===== src/rtl/fetch_decode_unit.sv =====
// K&S datapath front end: PC/IR registers, RAM address mux and instruction decode,
// plus a saturating fetch counter and a sticky illegal-opcode flag for debug.
package k_and_s_pkg;
    typedef enum logic [4:0] {
        I_NOP, I_LOAD, I_STORE, I_MOVE, I_ADD, I_SUB, I_AND, I_OR,
        I_BRANCH, I_BZERO, I_BNZERO, I_BNEG, I_BNNEG, I_BOV, I_BNOV, I_HALT
    } decoded_instruction_type;
endpackage

module fetch_decode_unit
    import k_and_s_pkg::*;
#(
    parameter int ADDR_W   = 8,
    parameter int DATA_W   = 16,
    parameter int RESET_PC = 0,
    parameter int CNT_W    = 16
) (
    input  logic                    clk,
    input  logic                    rst,
    input  logic                    branch,
    input  logic                    pc_enable,
    input  logic                    ir_enable,
    input  logic                    addr_sel,
    input  logic [DATA_W-1:0]       mem_data_in,
    output logic [ADDR_W-1:0]       mem_addr,
    output decoded_instruction_type decoded_instruction,
    output logic [1:0]              a_addr,
    output logic [1:0]              b_addr,
    output logic [1:0]              c_addr,
    output logic [ADDR_W-1:0]       pc_out,
    output logic [DATA_W-1:0]       ir_out,
    output logic [CNT_W-1:0]        instr_count,
    output logic                    illegal_op
);
    localparam logic [ADDR_W-1:0] PC_RST = ADDR_W'(RESET_PC);

    logic [ADDR_W-1:0] pc;
    logic [DATA_W-1:0] ir;
    logic [CNT_W-1:0]  cnt;
    logic              ill;
    logic [4:0]        opcode;
    logic [4:0]        cap_op;
    logic              cap_legal;

    assign opcode = ir[DATA_W-1 -: 5];
    assign cap_op = mem_data_in[DATA_W-1 -: 5];
    // Defined opcodes are the contiguous block 0..14 plus HALT.
    assign cap_legal = (cap_op <= 5'd14) || (cap_op == 5'd31);

    always_ff @(posedge clk or posedge rst) begin
        if (rst) begin
            pc  <= PC_RST;
            ir  <= '0;
            cnt <= '0;
            ill <= 1'b0;
        end else begin
            if (ir_enable) begin
                ir <= mem_data_in;
                if (cnt != '1)
                    cnt <= cnt + 1'b1;
                if (!cap_legal)
                    ill <= 1'b1;
            end
            // Branch target is the pre-edge IR, never the word being captured.
            if (pc_enable)
                pc <= branch ? ir[ADDR_W-1:0] : pc + 1'b1;
        end
    end

    assign mem_addr    = addr_sel ? ir[ADDR_W-1:0] : pc;
    assign pc_out      = pc;
    assign ir_out      = ir;
    assign instr_count = cnt;
    assign illegal_op  = ill;

    always_comb begin
        decoded_instruction = I_NOP;
        a_addr = 2'd0;
        b_addr = 2'd0;
        c_addr = 2'd0;
        case (opcode)
            5'b00001: begin
                decoded_instruction = I_LOAD;
                c_addr = ir[9:8];
            end
            5'b00010: begin
                decoded_instruction = I_STORE;
                a_addr = ir[9:8];
            end
            // MOVE is executed as an ALU AND of the source with itself.
            5'b00011: begin
                decoded_instruction = I_MOVE;
                c_addr = ir[5:4];
                a_addr = ir[3:2];
                b_addr = ir[3:2];
            end
            5'b00100, 5'b00101, 5'b00110, 5'b00111: begin
                case (opcode[1:0])
                    2'b00:   decoded_instruction = I_ADD;
                    2'b01:   decoded_instruction = I_SUB;
                    2'b10:   decoded_instruction = I_AND;
                    default: decoded_instruction = I_OR;
                endcase
                c_addr = ir[5:4];
                a_addr = ir[3:2];
                b_addr = ir[1:0];
            end
            5'b01000: decoded_instruction = I_BRANCH;
            5'b01001: decoded_instruction = I_BZERO;
            5'b01010: decoded_instruction = I_BNZERO;
            5'b01011: decoded_instruction = I_BNEG;
            5'b01100: decoded_instruction = I_BNNEG;
            5'b01101: decoded_instruction = I_BOV;
            5'b01110: decoded_instruction = I_BNOV;
            5'b11111: decoded_instruction = I_HALT;
            default:  decoded_instruction = I_NOP;
        endcase
    end
endmodule


===== config.mk =====
export PLATFORM = sky130hd
export DESIGN_NAME = fetch_decode_unit
export DESIGN_NICKNAME = d
export VERILOG_FILES = /design/src/rtl/fetch_decode_unit.sv
export SDC_FILE = /design/constraint.sdc
export NUM_CORES = 1
export LEC_CHECK = 0
export ABC_CLOCK_PERIOD_IN_PS = 3800
export CORE_MARGIN = 2
export CORE_UTILIZATION = 48
export DETAILED_ROUTE_END_ITERATION = 8
export MAX_ROUTING_LAYER = met4
export PLACE_DENSITY_LB_ADDON = 0.05
export SLEW_MARGIN = 5
export SYNTH_ARGS = -nofsm -noshare
export SYNTH_HDL_FRONTEND = slang
export SYNTH_SLANG_ARGS = --single-unit

===== constraint.sdc =====
create_clock -name clk -period 3.8 [get_ports clk]
set_input_delay 0.76 -clock clk [delete_from_list [all_inputs] [get_ports clk]]
set_output_delay 0.76 -clock clk [all_outputs]
set_load 0.03 [all_outputs]

==> out/results.md <==
| Group | Metric | Value |
|:---|:---|:---|
| logic synthesis | Synthesized area per cell | 10.3 um2 |
| sta | Fin crit period | 3190 ps |
| logic synthesis | Number of synthesis warnings | 0 |
| routing | Average wire per cell in the routed design | 14.3 um |
| floorplan | Vertical extent of the die | 73.1 um |
| global route | GRT Util Overall | 21.2% |
| floorplan | Core box area | 4660 um2 |
| sta | Post-route clock period utilization | 83.9% |
| floorplan | Ports placed on the boundary | 82 |
| global route | Antenna violations before repair | 0 |
| power and ir drop | Static Leakage | 1.31 nW |
| logic synthesis | Ys flop type | dfrtp_1 |
| routing | Violation count after the first detailed-routing iteration | 146 |
| setup path | Beginning of the worst register-to-register path | instr_count[0] |
| setup path | Register-to-register setup slack | 1950 ps |
| routing | Aggregate routed wire length | 5.06 mm |
| setup path | Critical path's largest stage delay | 700 ps |
| logic synthesis | Post-synthesis instance area | 2290 um2 |
| hold path | Hold Crit Depth | 1 |
| place | Placed Instance Area | 3130 um2 |
| finish | Ant. Diodes | 0 |
| global route | Pin count of the biggest net entering global routing | 42 |
| setup path | Crit Reg-Reg Endpoint | instr_count[1] |
| logic synthesis | Cell types occupying the most area after synthesis | dfrtp_1 (45%), mux2_2 (13%), nor2_1 (3.1%) |
| logic synthesis | Area share of the leading cell type in the synthesized netlist | 44.8% |
| cts | TritonCTS clock tree | built |
| finish | Final #Nets | 324 |
| power and ir drop | Maximum VDD drop | 0.424 mV |
| global route | Number of global-route vias before repair | 1776 |
| cts | Hold Buf Count CTS | 0 |
| sta | Final Hold Violating Endpoints | 0 |
| cts | Post-CTS setup-driven buffer insertion count | 0 |
| setup path | Slowest stage cell on the critical path | clkdlybuf4s50_1 |
| sta | Max Clk Rate | 314 MHz |
| cts | CTS buffer count | 5 |
| routing | Remaining antenna violation count | 0 |
| sta | Worst slew margin relative to its limit | 66.2% |
| logic synthesis | FF+latch count, synth | 41 |
| flow run | Max-capacitance violation count | 0 |
| logic synthesis | Count of different cell masters after synthesis | 48 |
| setup path | Signal arrival time at the worst endpoint | 2430 ps |
| run status | Result of the run | finished, final reports clean |
| routing | Number of iterations in the first detailed-routing pass | 4 |
| setup path | Critical path startpoint | addr_sel |
| sta | Unrepaired setup endpoints after global routing | false |
| logic synthesis | Number of nets produced by synthesis | 246 |
| setup path | Most frequent cell on the critical path | clkdlybuf4s50_1 |
| floorplan | Row cnt | 25 |
| setup path | Count of buffering cells on the critical path with inverters included | 2 |
| floorplan | Die X | 73.1 um |
| logic synthesis | FFs w/ async S/R, synth | 100% |
| sta | Post-route worst hold slack | 475 ps |
| setup path | Critical path required time | 3040 ps |
| setup path | Depth of the worst register-to-register path | 4 |
| cts | CTS clk-pin slew, worst paths | 80 ps |
| routing | Total via count in the routed design | 1921 |
| place | Half-perimeter wire length after detailed placement | 3.79 mm |
| logic synthesis | Post-synthesis sequential area ratio | 44.8% |
| logic synthesis | Dominant cell type by area after synthesis | dfrtp_1 |
| sta | Setup Total Neg Slack | 0 ps |
| global route | Remaining Overflow, GRT | 0 |
| place | Global placer's final weighted congestion | 0.867 |
| setup path | Type of destination of the critical path | primary output |
| setup path | Setup crit start kind | input port |
| setup path | Maximum net fanout on the critical path | 9 |
| hold path | Class of the most critical hold timing path | reg -> reg |
| cts | Clock sinks | 41 |
| sta | Finish-stage setup viols | 0 |
| logic synthesis | Top cells by count, synth | dfrtp_1 (41), mux2_2 (26), nor2_1 (19) |
| cts | Buffer type at the clock tree root | clkbuf_8 |
| finish | Post-layout instance area | 3250 um2 |
| sta | Slew Limit Fails | 0 |
| finish | Area growth syn-to-layout | 41.8% |
| routing | Final routed DRC violation total | 0 |
| sta | Slew at the pin closest to its max-slew limit | 507 ps |
| setup path | Crit path kind | in -> out |
| floorplan | Effective utilization at floorplan | 49.1% |
| global route | First-pass GRT wire length | 8.60 mm |
| logic synthesis | Most frequent cell after synthesis | dfrtp_1 |
| cts | Post-cts gate resize count | 0 |
| hold path | Endpoint of the worst hold-timing path | illegal_op |
| cts | Maximum count of clock buffers along a single path | 2 |
| place | Quantity of I/O buffers inserted on ports | 80 |
| setup path | Kind of cell adding the most delay to the critical path | buffers and inverters |
| logic synthesis | Number of synthesized flops with an enable pin | 0 |
| hold path | Worst Min Path Start | illegal_op |
| floorplan | Die Outline Area | 5340 um2 |
| routing | Via density per instance | 5.41 |
| setup path | Worst-path cell chain | clkdlybuf4s50_1, mux2_2, clkdlybuf4s50_1 |
| sta | Largest clock skew in the final design | 4.15 ps |
| logic synthesis | Number of cells produced by synthesis | 222 |
| finish | Share of post-route cells with drive strength above 1 | 15.6% |
| power and ir drop | Total power density per cell area | 500 nW/um2 |
| cts | Maximum level of the CTS H-tree | 2 |
| cts | Skew-Pair Late Insertion Delay | 280 ps |
| finish | Fillers | 372 |
-- worst reg2reg max path: stages (launching register included) --
cell     delay, ps
dfrtp_1        430
ha_1           260
nand4_4        200
o41ai_4        510
mux2_4         340
-- where the power goes --
group / switching, mW / total, mW / internal [mW]
combinational: 0.343 / 0.637 / 0.294
clock: 0.145 / 0.359 / 0.214
sequential: 0.122 / 0.628 / 0.507
-- registers in the layout, summed over array words and instances (netlist names) --
signal / flops
instr_count: 16
illegal_op: 1
ir_out: 16
pc_out: 8
-- per-stage QoR --
| step | worst slack, ps | util (%) | total power, mW | cells |
|---|---|---|---|---|
| 2_1_floorplan | 1360 | - | 1.01 | 222 |
| 3_3_place_gp | 621 | 67.1 | 1.27 | 347 |
| 3_5_place_dp | 608 | 67.1 | 1.28 | 347 |
| 4_1_cts | 604 | 69.7 | 1.64 | 355 |
| 5_1_grt | 548 | 69.7 | 1.72 | 355 |
| 6_report | 613 | 69.7 | 1.62 | 355 |
-- layout make-up --
cell class                      instances  area, um2  area share (%)
Clock buffer                            6       82.6            2.54
Clock inverter                          2       37.5            1.16
Inverter                                4       15.0           0.462
Multi-Input combinational cell        166       1200            37.0
Sequential cell                        41       1030            31.6
Tap cell                               54       67.6            2.08
Timing Repair Buffer                   82        816            25.1
-- kinds of logic (layout without fill, tap and decap cells) --
kind of cell	count (synthesis)	in the layout	share of synthesized area [%]
AO/OA/AOI/OAI	41	41	13.0
XOR/XNOR	13	13	4.97
adder cells (fa/ha/maj)	2	2	1.09
buffers and inverters	15	94	2.68
flip-flops	41	41	44.8
multiplexers	31	31	15.2
other	1	1	0.164
AND/OR/NAND/NOR	78	78	18.0
-- metal layers --
| layer | GRT usage [%] | routed length (um) |
|---|---|---|
| met5 | - | 0 |
| met4 | 5.35 | 22 |
| met3 | 4.14 | 255 |
| met2 | 31.8 | 2460 |
| met1 | 29.6 | 2320 |
-- worst max-delay path by stage --
stage | to | slack, ps | cells after the start
after global routing | mem_addr[3] | 550 | 3
after CTS | mem_addr[1] | 600 | 3
after floorplan | mem_addr[0] | 1360 | 2
final | mem_addr[7] | 610 | 3
after global placement | mem_addr[2] | 620 | 3
after detailed placement | mem_addr[1] | 610 | 3
-- cell usage in the layout, fill, tap and decap left out, drive strengths merged, types with 5 or more instances in the layout --
cell type,Yosys,final
a22o,6,6
nand3,14,14
nand2,17,17
xor2,7,7
nand4,6,6
clkdlybuf4s50,0,80
clkbuf,7,6
nor2,19,19
o21ai,10,10
xnor2,6,6
nor3,5,5
mux2,28,28
a21oi,7,7
dfrtp,41,41
No activity file was read; power rests on OpenSTA's default activity.
==> RTL change 1: new RTL, config.mk and constraints unchanged <==
Make the reset (`rst`) synchronous in one clocked block.
--- a/src/rtl/fetch_decode_unit.sv
+++ b/src/rtl/fetch_decode_unit.sv
@@ -48,5 +48,5 @@
     assign cap_legal = (cap_op <= 5'd14) || (cap_op == 5'd31);
 
-    always_ff @(posedge clk or posedge rst) begin
+    always_ff @(posedge clk) begin
         if (rst) begin
             pc  <= PC_RST;
Function: differs if rst is asserted again (counterexample within 4 cycles, from zero or initial values and one cycle with rst high); with rst held inactive, the same outputs for 10 cycles.
==> RTL change 1 against the unedited design <==
  * Global-route usage increased by 1.5 points
  * Count of clock-buffer cells in the layout increased by 1
  * Core utilization increased by 1.3 points
  * Clock skew about the same
  * Wire length increased by 7.8%
  * Setup slack got worse by 36 ps
  * Design area decreased by 5.4%
  * Cell count increased by 5.4%
  * Sequential cell count unchanged
  * Die area decreased by 6.1%
  * Synthesized area decreased by 6.4%
  * Critical path type unchanged
  * Critical endpoint is now mem_addr[2]
Power is not compared: it rests on default switching activity, and its combinational part moved more than twofold at a synthesized area within 25%.
==> RTL change 1: results (changes against the unedited design) <==
[synth]
synth_xor_area_share_pct=2.45  ; was 4.97%
synth_cell_types=47  ; was 48
synth_edf_count=0  ; unchanged
async_reset_ff_share_pct=0  ; was 100%
muxShareOfSynthArea_pct=14.1  ; was 15.2%
syn_nets=273  ; was 246
yosys.area_share.adder_pct=1.17  ; was 1.09%
synth_compound_area_share_pct=16.6  ; was 13.0%
synth_common_cells=41 x dfxtp_1, 37 x nor2_1, 20 x mux2i_1, 18 x a21oi_1, 12 x clkbuf_1  ; was 41 x dfrtp_1, 26 x mux2_2, 19 x nor2_1, 17 x nand2_1, 13 x nand3_1
yosysSeqAreaShare_pct=38.3  ; was 44.8%
yosysWarnings=0  ; unchanged
synthTopCellsByArea=dfxtp_1 38%, mux2i_1 9.3%, nor2_1 6.5%, mux2_2 4.7%, a21oi_1 4.2%  ; was dfrtp_1 45%, mux2_2 13%, nor2_1 3.1%, nand3_1 2.8%, nand2_1 2.8%

[routing]
wire_per_inst_um=14.6  ; was 14.3 um
drt_iter0_drc=62  ; was 146
dr_total_vias=2127  ; was 1921
firstDrtPassIters=5  ; was 4

[global_route]
grt.total_usage_pct=22.7  ; was 21.2%
grt_max_degree=25  ; was 42
grt_pass1_vias=1924  ; was 1776
grt_pass1_wl_mm=8.89  ; was 8.60 mm

[final_layout]
nets=345  ; was 324
drive_gt1_share_pct=7.14  ; was 15.6%
antenna_cells=0  ; unchanged

[pwr]
power_leakage_uw=0.00118

[timing]
slew-limit-headroom_pct=43.2  ; was 66.2%
fin_worst_skew_ps=3.84  ; was 4.15 ps
fin_tns_setup_ps=0  ; unchanged

[place]
io_buffers=80  ; unchanged
dp_slack_ps=593  ; was 608 ps
hpwlAfterDp_mm=3.83  ; was 3.79 mm
gp_congestion=0.785  ; was 0.867

[clocking]
cts_buffers=5  ; unchanged
clk-insertion-delay-late_ps=290
clk_pin_slew_ps=80  ; about the same
cts_resized=0  ; unchanged
cts_max_level=2  ; unchanged
cts_setup_buffers=0  ; unchanged
cts_root_buf=clkbuf_8  ; unchanged

[setup_path]
cp_top_family=buffers and inverters  ; unchanged
cp_slowest_stage_delay_ps=700  ; about the same
worstPathArrival_ps=2460  ; was 2430 ps
cpMaxStageDelayCell=clkdlybuf4s50_1  ; unchanged
cp_max_fo=8  ; was 9

[outcome]
status=finished, final reports clean  ; unchanged

[worst_hold_path]
hold_path_class=reg -> reg  ; unchanged

## RTL change 1: worst paths after layout
path | start | end | slack, ps | cells past startpoint
max reg2reg | instr_count[0] | instr_count[7] | 1710 | 5
max | addr_sel | mem_addr[2] | 580 | 3
min | illegal_op | illegal_op | 500 | 2
min reg2reg | illegal_op | illegal_op | 500 | 2
## RTL change 1: logic make-up after synthesis
group,after synthesis
multiplexers,29
XOR/XNOR,6
buffers and inverters,20
other,1
flip-flops,41
AND/OR/NAND/NOR,95
adder cells (fa/ha/maj),2
AO/OA/AOI/OAI,55
## RTL change 1: area by class of cell
cell class,instances,area (um^2)
Timing Repair Buffer,82,816
Tap cell,52,65.1
Sequential cell,41,821
Clock buffer,7,86.3
Inverter,3,11.3
Fill cell,372,1250
Multi-Input combinational cell,188,1240
Clock inverter,1,30.0
## RTL change 1: per-stage QoR
step	instances	area (um^2)	utilization (%)	total power, uW
detailed placement	366	2950	68.3	687
global placement	366	2950	68.3	684
CTS	374	3070	71.0	1050
floorplan	249	2140	-	598
finish	374	3070	71.0	1040
global route	374	3070	71.0	1080
## RTL change 1: where the power goes
| group | internal [uW] | total (uW) | switching [uW] |
|---|---|---|---|
| combinational | 95.5 | 203 | 107 |
| clock | 214 | 365 | 151 |
| sequential | 446 | 474 | 28.0 |
## RTL change 1: per-layer routing
| layer | global-route usage, % | vias up | routed length, um |
|---|---|---|---|
| li1 | - | 1055 | - |
| met3 | 5.84 | 9 | 312 |
| met5 | - | - | 0 |
| met2 | 37.9 | 64 | 2650 |
| met4 | 8.18 | 0 | 112 |
| met1 | 26.4 | 999 | 2380 |
## RTL change 1: worst register-to-register path, delay by kind of cell (launching register included)
| kind | cells | cell delay, ps |
|---|---|---|
| flops | 1 | 420 |
| fa+ha+maj | 1 | 250 |
| simple gates | 4 | 1350 |
==> RTL change 2: new RTL, same flow settings <==
Made on the original files. Set the parameter `CNT_W` to 14 (it was 16).
--- a/src/rtl/fetch_decode_unit.sv
+++ b/src/rtl/fetch_decode_unit.sv
@@ -14,5 +14,5 @@
     parameter int DATA_W   = 16,
     parameter int RESET_PC = 0,
-    parameter int CNT_W    = 16
+    parameter int CNT_W    = 14
 ) (
     input  logic                    clk,
Ports: changed (resized instr_count); port bits go from 82 to 80. The function was not compared with the original's and may differ.
==> RTL change 2 against the unedited design <==
  * Core utilization grew 0.83 points
  * Synthesized area shrank 4.2%
  * Design area shrank 4.8%
  * Wire length grew 1.7%
  * Power down 6.8%
  * Sequential cell count decreased by 2
  * Critical path depth unchanged
  * Setup slack worse by 35 ps
==> RTL change 2: results (changes against the unedited design) <==
[synth]
synth_common_cells=39 x dfrtp_1, 22 x mux2_2, 16 x a21oi_1, 16 x nand2_1, 16 x o21ai_0  ; was 41 x dfrtp_1, 26 x mux2_2, 19 x nor2_1, 17 x nand2_1, 13 x nand3_1
yosysSeqAreaShare_pct=44.5  ; was 44.8%
synthTopCellsByArea=dfrtp_1 44%, mux2_2 11%, a21oi_1 3.7%, o21ai_0 3.7%, nand2_1 2.7%  ; was dfrtp_1 45%, mux2_2 13%, nor2_1 3.1%, nand3_1 2.8%, nand2_1 2.8%
syn_nets=242  ; was 246
synth_cell_types=47  ; was 48

[clocking]
cts_resized=0  ; unchanged
cts_buffers=5  ; unchanged
cts_root_buf=clkbuf_8  ; unchanged
clk_pin_slew_ps=80  ; about the same

[pwr]
ir_drop_v=0.000449  ; was 0.000424 V
power_leakage_uw=0.00125  ; was 0.00131 uW

[setup_path]
r2r_slack_ps=2040  ; was 1950 ps
worstPathArrival_ps=2460  ; was 2430 ps
r2r-end=instr_count[8]  ; was instr_count[1]
cp_max_fo=10  ; was 9
rr_startpoint=instr_count[0]  ; unchanged
rr_worst_depth=5  ; was 4

[global_route]
grt_pass1_vias=1766  ; was 1776
grtUsageMet1_pct=28.6  ; was 29.6%
grt_pass1_wl_mm=8.54  ; was 8.60 mm
grt_max_degree=25  ; was 42
grt.total_usage_pct=21.5  ; was 21.2%
grtUsageMet3_pct=3.66  ; was 4.14%
grt_util_met2_pct=34.6  ; was 31.8%

[routing]
drt_iter0_drc=66  ; was 146

[timing]
whs_ps=458  ; was 475 ps
fin_worst_skew_ps=9.93  ; was 4.15 ps
tightest_slew_ps=872  ; was 507 ps

[final_layout]
nets=316  ; was 324
fill_cells=353  ; was 372
drive_gt1_share_pct=14.4  ; was 15.6%
fin_area_um2=3090  ; was 3250 um^2
largest_reg_flops=16

[place]
gp_congestion=0.814  ; was 0.867
io_buffers=78  ; was 80
place_area_um2=2990  ; was 3130 um^2

[outcome]
status=finished, final reports clean  ; unchanged

[worst_hold_path]
hold_end=illegal_op  ; unchanged

-- RTL change 2: cell count changes after synthesis, sizes merged, moves of 3 or more --
cell,change
a21oi,+9
a22o,-4
and2,+3
mux2,-3
nand3,-4
nor2,-8
nor3,-4
o21ai,+6
-- RTL change 2: where the power goes --
group	total, uW	switching, uW	internal, uW
sequential	585	101	483
clock	326	134	192
combinational	604	332	271
total	1510	568	947
-- RTL change 2: worst max-delay path: stages --
cell and delay (ps):
clkdlybuf4s50_1 710, mux2_2 400, clkdlybuf4s50_1 590
-- RTL change 2: through the flow --
step	setup WS [ps]	std cells	total power, uW
final	578	344	1510
after global routing	513	344	1600
after CTS	560	344	1530
after detailed placement	559	337	1200
after global placement	620	337	1180
after floorplan	1370	218	948
-- RTL change 2: cell families after synthesis --
family                   share of synthesized area (%)
AO/OA/AOI/OAI                                     13.7
XOR/XNOR                                          3.99
adder cells (fa/ha/maj)                           1.14
buffers and inverters                             3.88
flip-flops                                        44.5
multiplexers                                      15.0
other                                            0.171
AND/OR/NAND/NOR                                   17.6
-- RTL change 2: how the worst max path moves through the flow --
| stage | cells after the start | start | slack, ps | to |
|---|---|---|---|---|
| 2_1_floorplan | 2 | addr_sel | 1370 | mem_addr[0] |
| 3_3_place_gp | 3 | addr_sel | 620 | mem_addr[2] |
| 3_5_place_dp | 3 | addr_sel | 560 | mem_addr[7] |
| 4_1_cts | 3 | addr_sel | 560 | mem_addr[7] |
| 5_1_grt | 3 | addr_sel | 510 | mem_addr[7] |
| 6_report | 3 | addr_sel | 580 | mem_addr[7] |
-- RTL change 2: routing by layer --
| metal | share of wire (%) | vias up |
|---|---|---|
| met5 | 0 | - |
| li1 | - | 930 |
| met3 | 5.4 | 4 |
| met1 | 45 | 887 |
| met2 | 49 | 53 |
| met4 | 0.70 | 0 |
-- RTL change 2: cell type report --
type | count | share of cell area [%]
clock buffers | 6 | 2.35
flip-flops and latches | 39 | 31.6
well taps | 52 | 2.11
clock inverters | 1 | 0.972
repair buffers | 80 | 25.7
multi-input cells | 161 | 36.6
inverters | 5 | 0.607
